File: config.mk
export PLATFORM = sky130hd
export DESIGN_NAME = adc_acq_ctrl
export DESIGN_NICKNAME = d
export VERILOG_FILES = /design/src/rtl/adc_acq_ctrl.sv
export SDC_FILE = /design/constraint.sdc
export NUM_CORES = 1
export LEC_CHECK = 0
export ABC_CLOCK_PERIOD_IN_PS = 6600
export BUFFER_PORTS_ARGS = -buffer_cell sky130_fd_sc_hd__buf_2
export CAP_MARGIN = 10
export CORE_MARGIN = 1.5
export CORE_UTILIZATION = 60
export CTS_BUF_LIST = sky130_fd_sc_hd__clkbuf_8 sky130_fd_sc_hd__clkbuf_16
export DETAILED_ROUTE_END_ITERATION = 10
export GPL_ROUTABILITY_DRIVEN = 0
export GPL_TIMING_DRIVEN = 0
export PLACE_DENSITY = 0.85
export SETUP_SLACK_MARGIN = 0.4
export SYNTH_ARGS = -nofsm -noshare
export SYNTH_HDL_FRONTEND = slang
export SYNTH_SLANG_ARGS = --single-unit
File: constraint.sdc
create_clock -name Clk -period 6.6 [get_ports Clk]
set_clock_uncertainty 0.1 [all_clocks]
set_input_delay 1.32 -clock Clk [delete_from_list [all_inputs] [get_ports Clk]]
set_output_delay 1.32 -clock Clk [all_outputs]
set_load 0.005 [all_outputs]
File: src/rtl/adc_acq_ctrl.sv
// adc_acq_ctrl: paced single-shot ADC acquisition with a show-ahead sample FIFO toward the framer.
// Optional Conv_Done watchdog and Timeout_Err port are built in when ACQ_TIMEOUT_EN is defined.
module adc_acq_ctrl #(
  parameter int unsigned DATA_W = 8,
  parameter int unsigned DEPTH  = 16,
  parameter int unsigned CNT_W  = 16,
  parameter int unsigned DIV_W  = 8
`ifdef ACQ_TIMEOUT_EN
  ,
  parameter int unsigned TMO    = 15
`endif
) (
  input  logic              Clk,
  input  logic              Rst_n,
  input  logic              Start,
  input  logic              Abort,
  input  logic [CNT_W-1:0]  Num_Samples,
  input  logic [DIV_W-1:0]  Div,
  output logic              En_Conv,
  input  logic              Conv_Done,
  input  logic [DATA_W-1:0] Adc_Data,
  output logic [DATA_W-1:0] M_Data,
  output logic              M_Valid,
  input  logic              M_Ready,
  output logic              M_Last,
  output logic              Busy,
  output logic              Done
`ifdef ACQ_TIMEOUT_EN
  ,
  output logic              Timeout_Err
`endif
);

  localparam int unsigned PTR_W = $clog2(DEPTH);

  typedef enum logic [1:0] {StIdle, StIssue, StConv, StWait} state_e;

  state_e               state_q, state_d;
  logic [CNT_W-1:0]     num_q, num_d;
  logic [CNT_W-1:0]     smp_cnt_q, smp_cnt_d;
  logic [DIV_W-1:0]     div_eff_q, div_eff_d;
  logic [DIV_W-1:0]     elapsed_q, elapsed_d;
  logic                 done_q, done_d;
  logic [PTR_W:0]       wr_ptr_q, wr_ptr_d;
  logic [PTR_W:0]       rd_ptr_q, rd_ptr_d;
  logic [DATA_W:0]      fifo_mem [DEPTH];
  logic [PTR_W:0]       fifo_cnt;
  logic [DATA_W:0]      fifo_head;
  logic                 has_space;
  logic                 is_last;
  logic                 push;
  logic                 pop;
`ifdef ACQ_TIMEOUT_EN
  localparam int unsigned TMO_W = $clog2(TMO + 1);
  logic [TMO_W-1:0]     tmo_cnt_q, tmo_cnt_d;
  logic                 tmo_err_q, tmo_err_d;
`endif

  assign fifo_cnt  = wr_ptr_q - rd_ptr_q;
  assign fifo_head = fifo_mem[rd_ptr_q[PTR_W-1:0]];
  assign has_space = (fifo_cnt != (PTR_W+1)'(DEPTH));
  assign is_last   = (smp_cnt_q == num_q - CNT_W'(1));
  // Only the first Conv_Done cycle inside CONV is taken; Abort discards it.
  assign push      = (state_q == StConv) && Conv_Done && !Abort;
  assign pop       = (fifo_cnt != '0) && M_Ready;

  always_ff @(posedge Clk or negedge Rst_n) begin
    if (!Rst_n) begin
      state_q   <= StIdle;
      num_q     <= '0;
      smp_cnt_q <= '0;
      div_eff_q <= '0;
      elapsed_q <= '0;
      done_q    <= 1'b0;
      wr_ptr_q  <= '0;
      rd_ptr_q  <= '0;
`ifdef ACQ_TIMEOUT_EN
      tmo_cnt_q <= '0;
      tmo_err_q <= 1'b0;
`endif
    end else begin
      state_q   <= state_d;
      num_q     <= num_d;
      smp_cnt_q <= smp_cnt_d;
      div_eff_q <= div_eff_d;
      elapsed_q <= elapsed_d;
      done_q    <= done_d;
      wr_ptr_q  <= wr_ptr_d;
      rd_ptr_q  <= rd_ptr_d;
`ifdef ACQ_TIMEOUT_EN
      tmo_cnt_q <= tmo_cnt_d;
      tmo_err_q <= tmo_err_d;
`endif
    end
  end

  always_ff @(posedge Clk) begin
    if (push) begin
      fifo_mem[wr_ptr_q[PTR_W-1:0]] <= {is_last, Adc_Data};
    end
  end

  always_comb begin
    state_d   = state_q;
    num_d     = num_q;
    smp_cnt_d = smp_cnt_q;
    div_eff_d = div_eff_q;
    done_d    = 1'b0;
    // Cycles since the last En_Conv, saturating so long stalls cannot wrap.
    elapsed_d = (elapsed_q == '1) ? elapsed_q : elapsed_q + DIV_W'(1);
    wr_ptr_d  = wr_ptr_q + (PTR_W+1)'(push);
    rd_ptr_d  = rd_ptr_q + (PTR_W+1)'(pop);
`ifdef ACQ_TIMEOUT_EN
    tmo_cnt_d = tmo_cnt_q;
    tmo_err_d = tmo_err_q;
`endif
    if (Abort) begin
      state_d  = StIdle;
      wr_ptr_d = '0;
      rd_ptr_d = '0;
    end else begin
      unique case (state_q)
        StIdle: begin
          if (Start) begin
`ifdef ACQ_TIMEOUT_EN
            tmo_err_d = 1'b0;
`endif
            if (Num_Samples != '0) begin
              state_d   = StIssue;
              num_d     = Num_Samples;
              smp_cnt_d = '0;
              div_eff_d = (Div < DIV_W'(4)) ? DIV_W'(4) : Div;
            end else begin
              done_d = 1'b1;
            end
          end
        end
        StIssue: begin
          if (has_space) begin
            state_d   = StConv;
            elapsed_d = DIV_W'(1);
`ifdef ACQ_TIMEOUT_EN
            tmo_cnt_d = '0;
`endif
          end
        end
        StConv: begin
          if (Conv_Done) begin
            smp_cnt_d = smp_cnt_q + CNT_W'(1);
            if (is_last) begin
              state_d = StIdle;
              done_d  = 1'b1;
            end else begin
              state_d = StWait;
            end
          end
`ifdef ACQ_TIMEOUT_EN
          else if (tmo_cnt_q == TMO_W'(TMO - 1)) begin
            state_d   = StIdle;
            tmo_err_d = 1'b1;
          end else begin
            tmo_cnt_d = tmo_cnt_q + TMO_W'(1);
          end
`endif
        end
        StWait: begin
          if (elapsed_q >= div_eff_q - DIV_W'(1)) begin
            state_d = StIssue;
          end
        end
        default: state_d = StIdle;
      endcase
    end
  end

  always_comb begin
    En_Conv = (state_q == StIssue) && has_space && !Abort;
    Busy    = (state_q != StIdle);
    Done    = done_q;
    M_Valid = (fifo_cnt != '0);
    M_Data  = M_Valid ? fifo_head[DATA_W-1:0] : '0;
    M_Last  = M_Valid ? fifo_head[DATA_W] : 1'b0;
`ifdef ACQ_TIMEOUT_EN
    Timeout_Err = tmo_err_q;
`endif
  end

endmodule

Word level (Yosys, flattened, before mapping) --
Memories as Yosys holds them, arrays and structs flattened. Cells that the tools add are included. Widths: inputs -> output; s select.
Operators by class: add/sub/neg operators 7, magnitude comparators 2, equal/unequal tests 14, mux-type cells 29, bitwise logic cells 1, reduce and logical (&&, ||, !) cells 14
Operators with widths (count):
- $mux 16 | 3
- $mux 8 | 6
- $pmux 16 s2 | 1
- $add 16x1->16 const B | 1
- $eq 16x16->1 | 1
- $reduce_bool 16->1 | 1
- $sub 16x1->16 const B | 1
- $ne 3x3->1 const B | 5
- $mux 2 | 7
- $add 5x1->5 | 2
- $mux 5 | 2
- $reduce_and 5->1 | 2
- $add 8x1->8 const B | 1
- $eq 8x8->1 const B | 1
- $ge 8x8->1 | 1
- $lt 8x3->1 const B | 1
- $mux 1 | 8
- $pmux 2 s4 | 1
- $sub 8x1->8 const B | 1
- $ne 2x2->1 const B | 3
- $logic_and 1x1->1 | 5
- $ne 5x5->1 const B | 1
- $reduce_bool 5->1 | 1
- $sub 5x5->5 | 1
- 8 further kinds | 10
Storage, ports and cells: register bits after elaboration 61, RAM bits 144, input port bits 38, output and inout bits 13, logic and storage cells 76, memories kept 1
Memories:
- fifo_mem | depth 16, width 9, read ports 1, clocked after Yosys merged registers in 0, wr ports 1, RTL line 46 | logic [DATA_W:0] fifo_mem [DEPTH];

Longest topological paths before layout --
Gate-level depths: netlist of run 1.
depth after elaboration 6, gate-level depth with buffers 13, gate-level depth less buffers 12

Worst setup path after synthesis of run 1 --
No wires, ideal clock.
path type reg-to-output, from reg rd_ptr_q[1], to out M_Data[0], arrival time 2.174 ns, data required time 5.180 ns, setup slack 3.006 ns, cell stages (with the launch flop) 10, path buffers 2, path through dfrtp_1 > clkbuf_1 > inv_1 > ha_1 > nor2b_1 > o211a_1 > nor3_1 > o21ba_2 > clkbuf_1 > nor3_1
Between the ends: cells in the longest elaborated chain, start to end 3, elaborated cells between the ends (all ways) 4, classes of those cells 1 x add/sub; 1 x mux; 1 x reduce/logical; 1 x memory
Ends and longest elaborated chain:
- from (decl) | RTL line 45 | logic [PTR_W:0] rd_ptr_q, rd_ptr_d;
- from (signal assigned) | RTL line 89 | rd_ptr_q <= rd_ptr_d;
- $sub 5x5->5 | RTL line 59 | assign fifo_cnt = wr_ptr_q - rd_ptr_q;
- $reduce_bool 5->1 | RTL line 180 | M_Valid = (fifo_cnt != '0);
- $mux 8 * | RTL line 181 | M_Data = M_Valid ? fifo_head[DATA_W-1:0] : '0;
- to (decl) | RTL line 22 | output logic [DATA_W-1:0] M_Data,
Mark *: on every way between the ends. The rest lies on a longest branch, timed or not.

Worst setup path in the final report of run 1 --
from reg rd_ptr_q[1], to out M_Data[7]
Same word-level chain as after synthesis.

==> impl_metrics.toml, run 1 <==
[outcome]
outcome = "complete, no violations"

[power_and_ir_drop]
p_per_area_nw_per_um2 = 367
p_leak_nw = 3.95
vdd_drop_max_uv = 259

[setup_path]
crit_path_max_incr_delay_ns = 0.53
crit_chain = "clkbuf_1 -> inv_1 -> ha_1 -> nor2b_1 -> nor4_1 -> nor3_1 -> o21ba_2 -> clkbuf_1 -> nor3_1 -> buf_2"
arrival_ns = 3.73
cpMaxStageDelayCell = "clkbuf_1"
cp-startpoint = "rd_ptr_q[1]"
crit_type = "flop to output pin"
reg2reg_from = "rd_ptr_q[1]"
cp-start-kind = "flop"
path_max_fanout = 10
cp-end-kind = "output pin"
cp.required_ns = 5.18

[final_layout]
fill_cells = 1079
final_cells = 1009
drive_gt1_share_pct = 19.4
antenna_cells = 0
synthToLayoutAreaGrowth_pct = 13.4
finish.net_count = 840

[global_route]
grt_pass1_vias = 6408
grt_pass1_wl_mm = 33.1
globalRouteOverflowTotal = 0
track_usage_pct = 25.7
antenna_found_initial = 0
grt_start_max_net_pins = 35

[clock_network]
htreeDepth = 1
clock-sinks = 205
hold_buffers = 0
cts_buffer_depth = 3
cts-root-buf = "clkbuf_16"
numCtsBuffers = 22
post-cts-setup-buffers = 0
cts.clk_slew.worst_paths_ns = 0.06
clk-insertion-delay-late_ns = 0.51
cts_tree = "done"
cts_resized = 0

[detailed_routing]
post_drt_wl_per_cell_um = 20.6
drc = 0
drt_first_pass_iters = 5
vias = 6326
vias_per_cell = 6.27
met2_length_mm = 10.9
wl_met3_mm = 1.31
drt_iter0_drc = 526
wirelength_mm = 20.8
drt-met1-wl_mm = 8.07
top_layer = "met4"
ant_nets = 0

[logic_synthesis]
synthMostInstantiatedCell = "edfxtp_1"
yosys.area.top_type_share_pct = 45.0
yosys_most_used_dff = "edfxtp_1"
synth.cell_area_um2 = 9620
synth-edff-count = 144
synth-seq-cells = 205
synth.avg_cell_area_um2 = 13.7
synth_cells = 703
async_reset_ff_share_pct = 29.8
synth_fp_nets = 765
synthTopCellsByCount = "edfxtp_1, dfrtp_1, nor3_1, nor2_1, nand2_1"
synthTopCellsByArea = "edfxtp_1, dfrtp_1, mux4_2"
synth_cell_type_count = 58
synth_seq_area_share_pct = 60.8
yosys.area.top_type = "edfxtp_1"
yosysWarnings = 0

[timing]
final-setup-viol-count = 0
fin_setup_tns_ns = 0
min_period_ns = 5.15
layout_setup_ws_ns = 1.45
grt_setup_unrepaired = "no"
relSlewSlack_pct = 27.5
finalHoldViolations = 0
drv_slew = 0
fmax_mhz = 194
post-route-period-util_pct = 78.0
worst_pin_slew_ns = 1.08

[die]
fp-row-count = 46
initial_utilization_pct = 61.0
die_w_um = 130
die_y_um = 130
die_area_um2 = 16800
core_um2 = 15800
pin_count = 51

[hold_path]
hold_class = "flop to flop"
hp-start = "div_eff_q[1]"

[placed_design]
pre_cts_slack_ns = 2.06
post-dp-hpwl_mm = 14.4
place_inst = 970
io_buffers = 49

[run]
max-cap-violations = 0
==> final timing paths <==
kind / endpoint / slack, ns / cells after the start
min reg2reg: div_eff_q[1] / 0.41 / 2
max: M_Data[7] / 1.45 / 10
max in group asynchronous: rd_ptr_q[1] / 5.07 / 2
max reg2reg: rd_ptr_q[4] / 3.15 / 13
min: div_eff_q[1] / 0.41 / 2
min in group asynchronous: num_q[9] / 0.73 / 1
==> metal layers <==
layer | global-route usage (%) | up-vias
met3 | 4.05 | 43
met2 | 46.1 | 271
met1 | 32.0 | 3159
li1 | - | 2853
met4 | 8.37 | 0
met5 | 0 | -
==> power breakdown <==
part           total (mW)  switching [mW]  internal (mW)
sequential           1.62           0.129           1.49
clock                1.23           0.502          0.728
combinational        1.16           0.619          0.541
==> area by class of cell <==
class | count | area, um^2 | share of cell area [%]
repair buffers | 51 | 273 | 2.50
multi-input cells | 441 | 3550 | 32.6
plain buffers | 39 | 168 | 1.54
inverters | 18 | 67.6 | 0.619
clock buffers | 22 | 551 | 5.05
well taps | 216 | 270 | 2.48
flip-flops and latches | 205 | 5850 | 53.6
clock inverters | 17 | 175 | 1.61
==> logic make-up after synthesis <==
kind of cell	share of synthesized area, %
DFF	60.8
buffers and inverters	2.45
and+or+nand+nor	11.1
AOI/OAI and AO/OA	6.97
adders and majority gates	3.12
xor gates and xnor gates	3.73
muxes	11.8
==> state kept, by name, indices dropped and copies added (netlist names) <==
register and count:
Done 1, div_eff_q 8, elapsed_q 8, fifo_mem 144, num_q 16, rd_ptr_q 5
smp_cnt_q 16, state_q 2, wr_ptr_q 5
==> worst max-delay path: cells and delay by family, from the launching register on <==
kind,cells,cell delay (ns)
adders and majority gates,1,0.38
AOI/OAI and AO/OA,1,0.27
buffers and inverters,4,1.41
DFF,1,0.36
and+or+nand+nor,4,0.80
==> placed cells by master, fill, tap and decap left out, drive strengths merged, types with 3 or more instances in the layout <==
cell      netlist  routed
clkinv          1       8
inv            17      21
a21o            9       9
nand4           9       9
clkbuf         25      47
mux2i          29      29
and3            5       5
nand3          25      25
o221ai         13      13
o22ai           7       7
ha             24      24
nor2b          15      15
xor2           15      15
mux2           21      21
nand4b          4       4
edfxtp        144     144
nor2           35      35
a41oi           3       3
o211ai          5       5
nor4           13      13
nand2b          7       7
buf            14      65
dfrtp          61      61
or3             5       5
bufinv          0       3
a21oi          23      23
clkinvlp        0       3
mux4           27      27
nor3           40      40
a31oi           3       3
nand2          33      33
a22o            4       4
xnor2          26      26
o21a            3       3
o21ai          19      19
==> through the flow <==
step           instance area, um^2  hold slack, ns  util, %  power, mW
3_5_place_dp                 10200           0.396     64.6       2.79
6_report                     10900           0.408     69.2       4.01
5_1_grt                      10900           0.468     69.2       4.20
4_1_cts                      10900           0.410     69.2       4.03
3_3_place_gp                 10100           0.391     64.3       2.71
2_1_floorplan                 9620           0.372        -       2.46
Note: power is estimated with default switching activity, not from simulation.
==> run 2, diff against run 1 <==
Settings changed: ABC_CLOCK_PERIOD_IN_PS 6600 to 4600, CORE_UTILIZATION 60 to 55, PLACE_DENSITY 0.85 to 0.83.
Clock period 6.6 ns to 4.6 ns, I/O delays scaled along.
==> run 2 against run 1 <==
Compared with the run above: non-clock buffer count rose by 2; clock power up 39%; power increased by 42%; register-to-register slack lost 1.7 ns; sequential share of layout area about the same; die area grew 8.9%; worst hold slack worse by 0.071 ns; largest cell class unchanged.
==> impl_metrics.toml, run 2 (synthesis results as in run 1) <==
[setup_path]
crit_type = "flop to output pin"
path_max_fanout = 10
cp.required_ns = 3.58
cp-end-kind = "output pin"
cp-start-kind = "flop"
arrival_ns = 2.99
rr_worst_depth = 6

[clock_network]
hold_buffers = 0
cts.clk_slew.worst_paths_ns = 0.06
cts-root-buf = "clkbuf_16"
htreeDepth = 1
cts_tree = "done"
cts_buffer_depth = 3
clk-insertion-delay-late_ns = 0.50
clock-sinks = 205
numCtsBuffers = 21

[final_layout]
largest_reg_flops = 144
antenna_cells = 0
final_core_util_pct = 63.6
synthToLayoutAreaGrowth_pct = 13.5
final_cells = 1016
finish.net_count = 841
drive_gt1_share_pct = 20.1
mostFrequentLayoutCells = "edfxtp_1, dfrtp_1, buf_2"
fill_cells = 1253
seq_area_um2 = 5850
layout_commonest_cell = "edfxtp_1"
multi_input_area_um2 = 3570

[global_route]
grt_pass1_vias = 6215
globalRouteOverflowTotal = 0
antenna_found_initial = 0
grt_start_max_net_pins = 38
track_usage_pct = 23.2
grt_pass1_wl_mm = 32.7

[die]
fp-row-count = 48
die_y_um = 135
pin_count = 51
die_w_um = 135
die_area_um2 = 18300
core_um2 = 17200
initial_utilization_pct = 56.0

[power_and_ir_drop]
combPwrFrac_pct = 29.4
p_per_area_nw_per_um2 = 523
sw_frac_of_total_pct = 30.9
vdd_drop_max_uv = 561
power_mw = 5.70
p_leak_nw = 3.94
p_int_mw = 3.94
power_switching_mw = 1.76
pwr-share-clk_pct = 29.9
pwr-share-seq_pct = 40.7

[timing]
drv_slew = 0
post-route-period-util_pct = 87.1
relSlewSlack_pct = 29.9
final-setup-viol-count = 0
grt_setup_unrepaired = "no"
finalHoldViolations = 0
min_period_ns = 4.01
fmax_mhz = 250
worst_pin_slew_ns = 1.05
layout_setup_ws_ns = 0.593
fin_setup_tns_ns = 0

[detailed_routing]
post_drt_wl_per_cell_um = 20.0
vias = 6222
drc = 0
drt_iter0_drc = 553
wirelength_mm = 20.3
ant_nets = 0
vias_per_cell = 6.12
drt_first_pass_iters = 5

[placed_design]
post-dp-hpwl_mm = 13.7
place_inst = 981
pre_cts_slack_ns = 0.641
io_buffers = 49

[outcome]
outcome = "complete, no violations"

[hold_path]
hold_class = "input pin to async pin"

[run]
max-cap-violations = 0
run 2: cell count changes in the layout (fill, tap and decap cells not counted), sizes merged:
cell,delta
inv,-1
clkinvlp,+1
clkbuf,-1
buf,+3
clkinv,-4
run 2: cell type report:
| cell class | instances | share of cell area (%) |
|---|---|---|
| Tap cell | 225 | 2.58 |
| Clock inverter | 13 | 1.33 |
| Timing Repair Buffer | 53 | 2.59 |
| Sequential cell | 205 | 53.6 |
| Buffer | 39 | 1.58 |
| Multi-Input combinational cell | 441 | 32.7 |
| Clock buffer | 22 | 4.94 |
| Inverter | 18 | 0.653 |
run 2: power by group through the flow:
stage          sequential (mW)  combinational [mW]  clock (mW)
6_report                  2.32                1.68        1.71
5_1_grt                   2.34                1.84        1.79
4_1_cts                   2.32                1.67        1.73
3_5_place_dp              2.35                1.64           0
3_3_place_gp              2.34                1.57           0
2_1_floorplan             2.31                1.23           0
run 2: critical path: stages (launching register included):
cell	delay, ns
dfrtp_1	0.35
clkbuf_4	0.23
inv_1	0.08
ha_1	0.32
nor2b_2	0.19
o211a_1	0.20
nor3_1	0.27
o21ba_2	0.21
buf_2	0.23
nor3_2	0.26
buf_2	0.15
run 2: final timing paths:
path,start,to,slack [ns]
worst max register to register,num_q[2],fifo_mem[4][8],1.41
worst min register to register,div_eff_q[0],div_eff_q[0],0.41
max in group asynchronous,Rst_n,elapsed_q[5],3.44
worst min-delay path,Rst_n,num_q[6],0.34
min in group Clk,div_eff_q[0],div_eff_q[0],0.41
worst max-delay path,rd_ptr_q[1],M_Data[7],0.59
run 2: layer usage:
layer  share of wire [%]  track usage (%)  vias up
met3                 5.3             3.03       44
met2                  51             41.2      224
met1                  41             29.5     3102
met4                 2.7             7.65        0
met5                   0                0        -
li1                    -                -     2852
run 2: stage by stage:
step           area (um^2)  hold slack (ns)
5_1_grt              10900            0.370
4_1_cts              10900            0.342
2_1_floorplan         9620            0.372
3_3_place_gp         10100            0.393
3_5_place_dp         10200            0.394
6_report             10900            0.337
run 2: repair_timing:
action                                 4_1_cts  5_1_grt
endpoints found under the hold margin        0        0
setup endpoints to repair                   11       10
buffers inserted                             0        0
gates resized for setup                      3        9
pin swaps                                    0        0
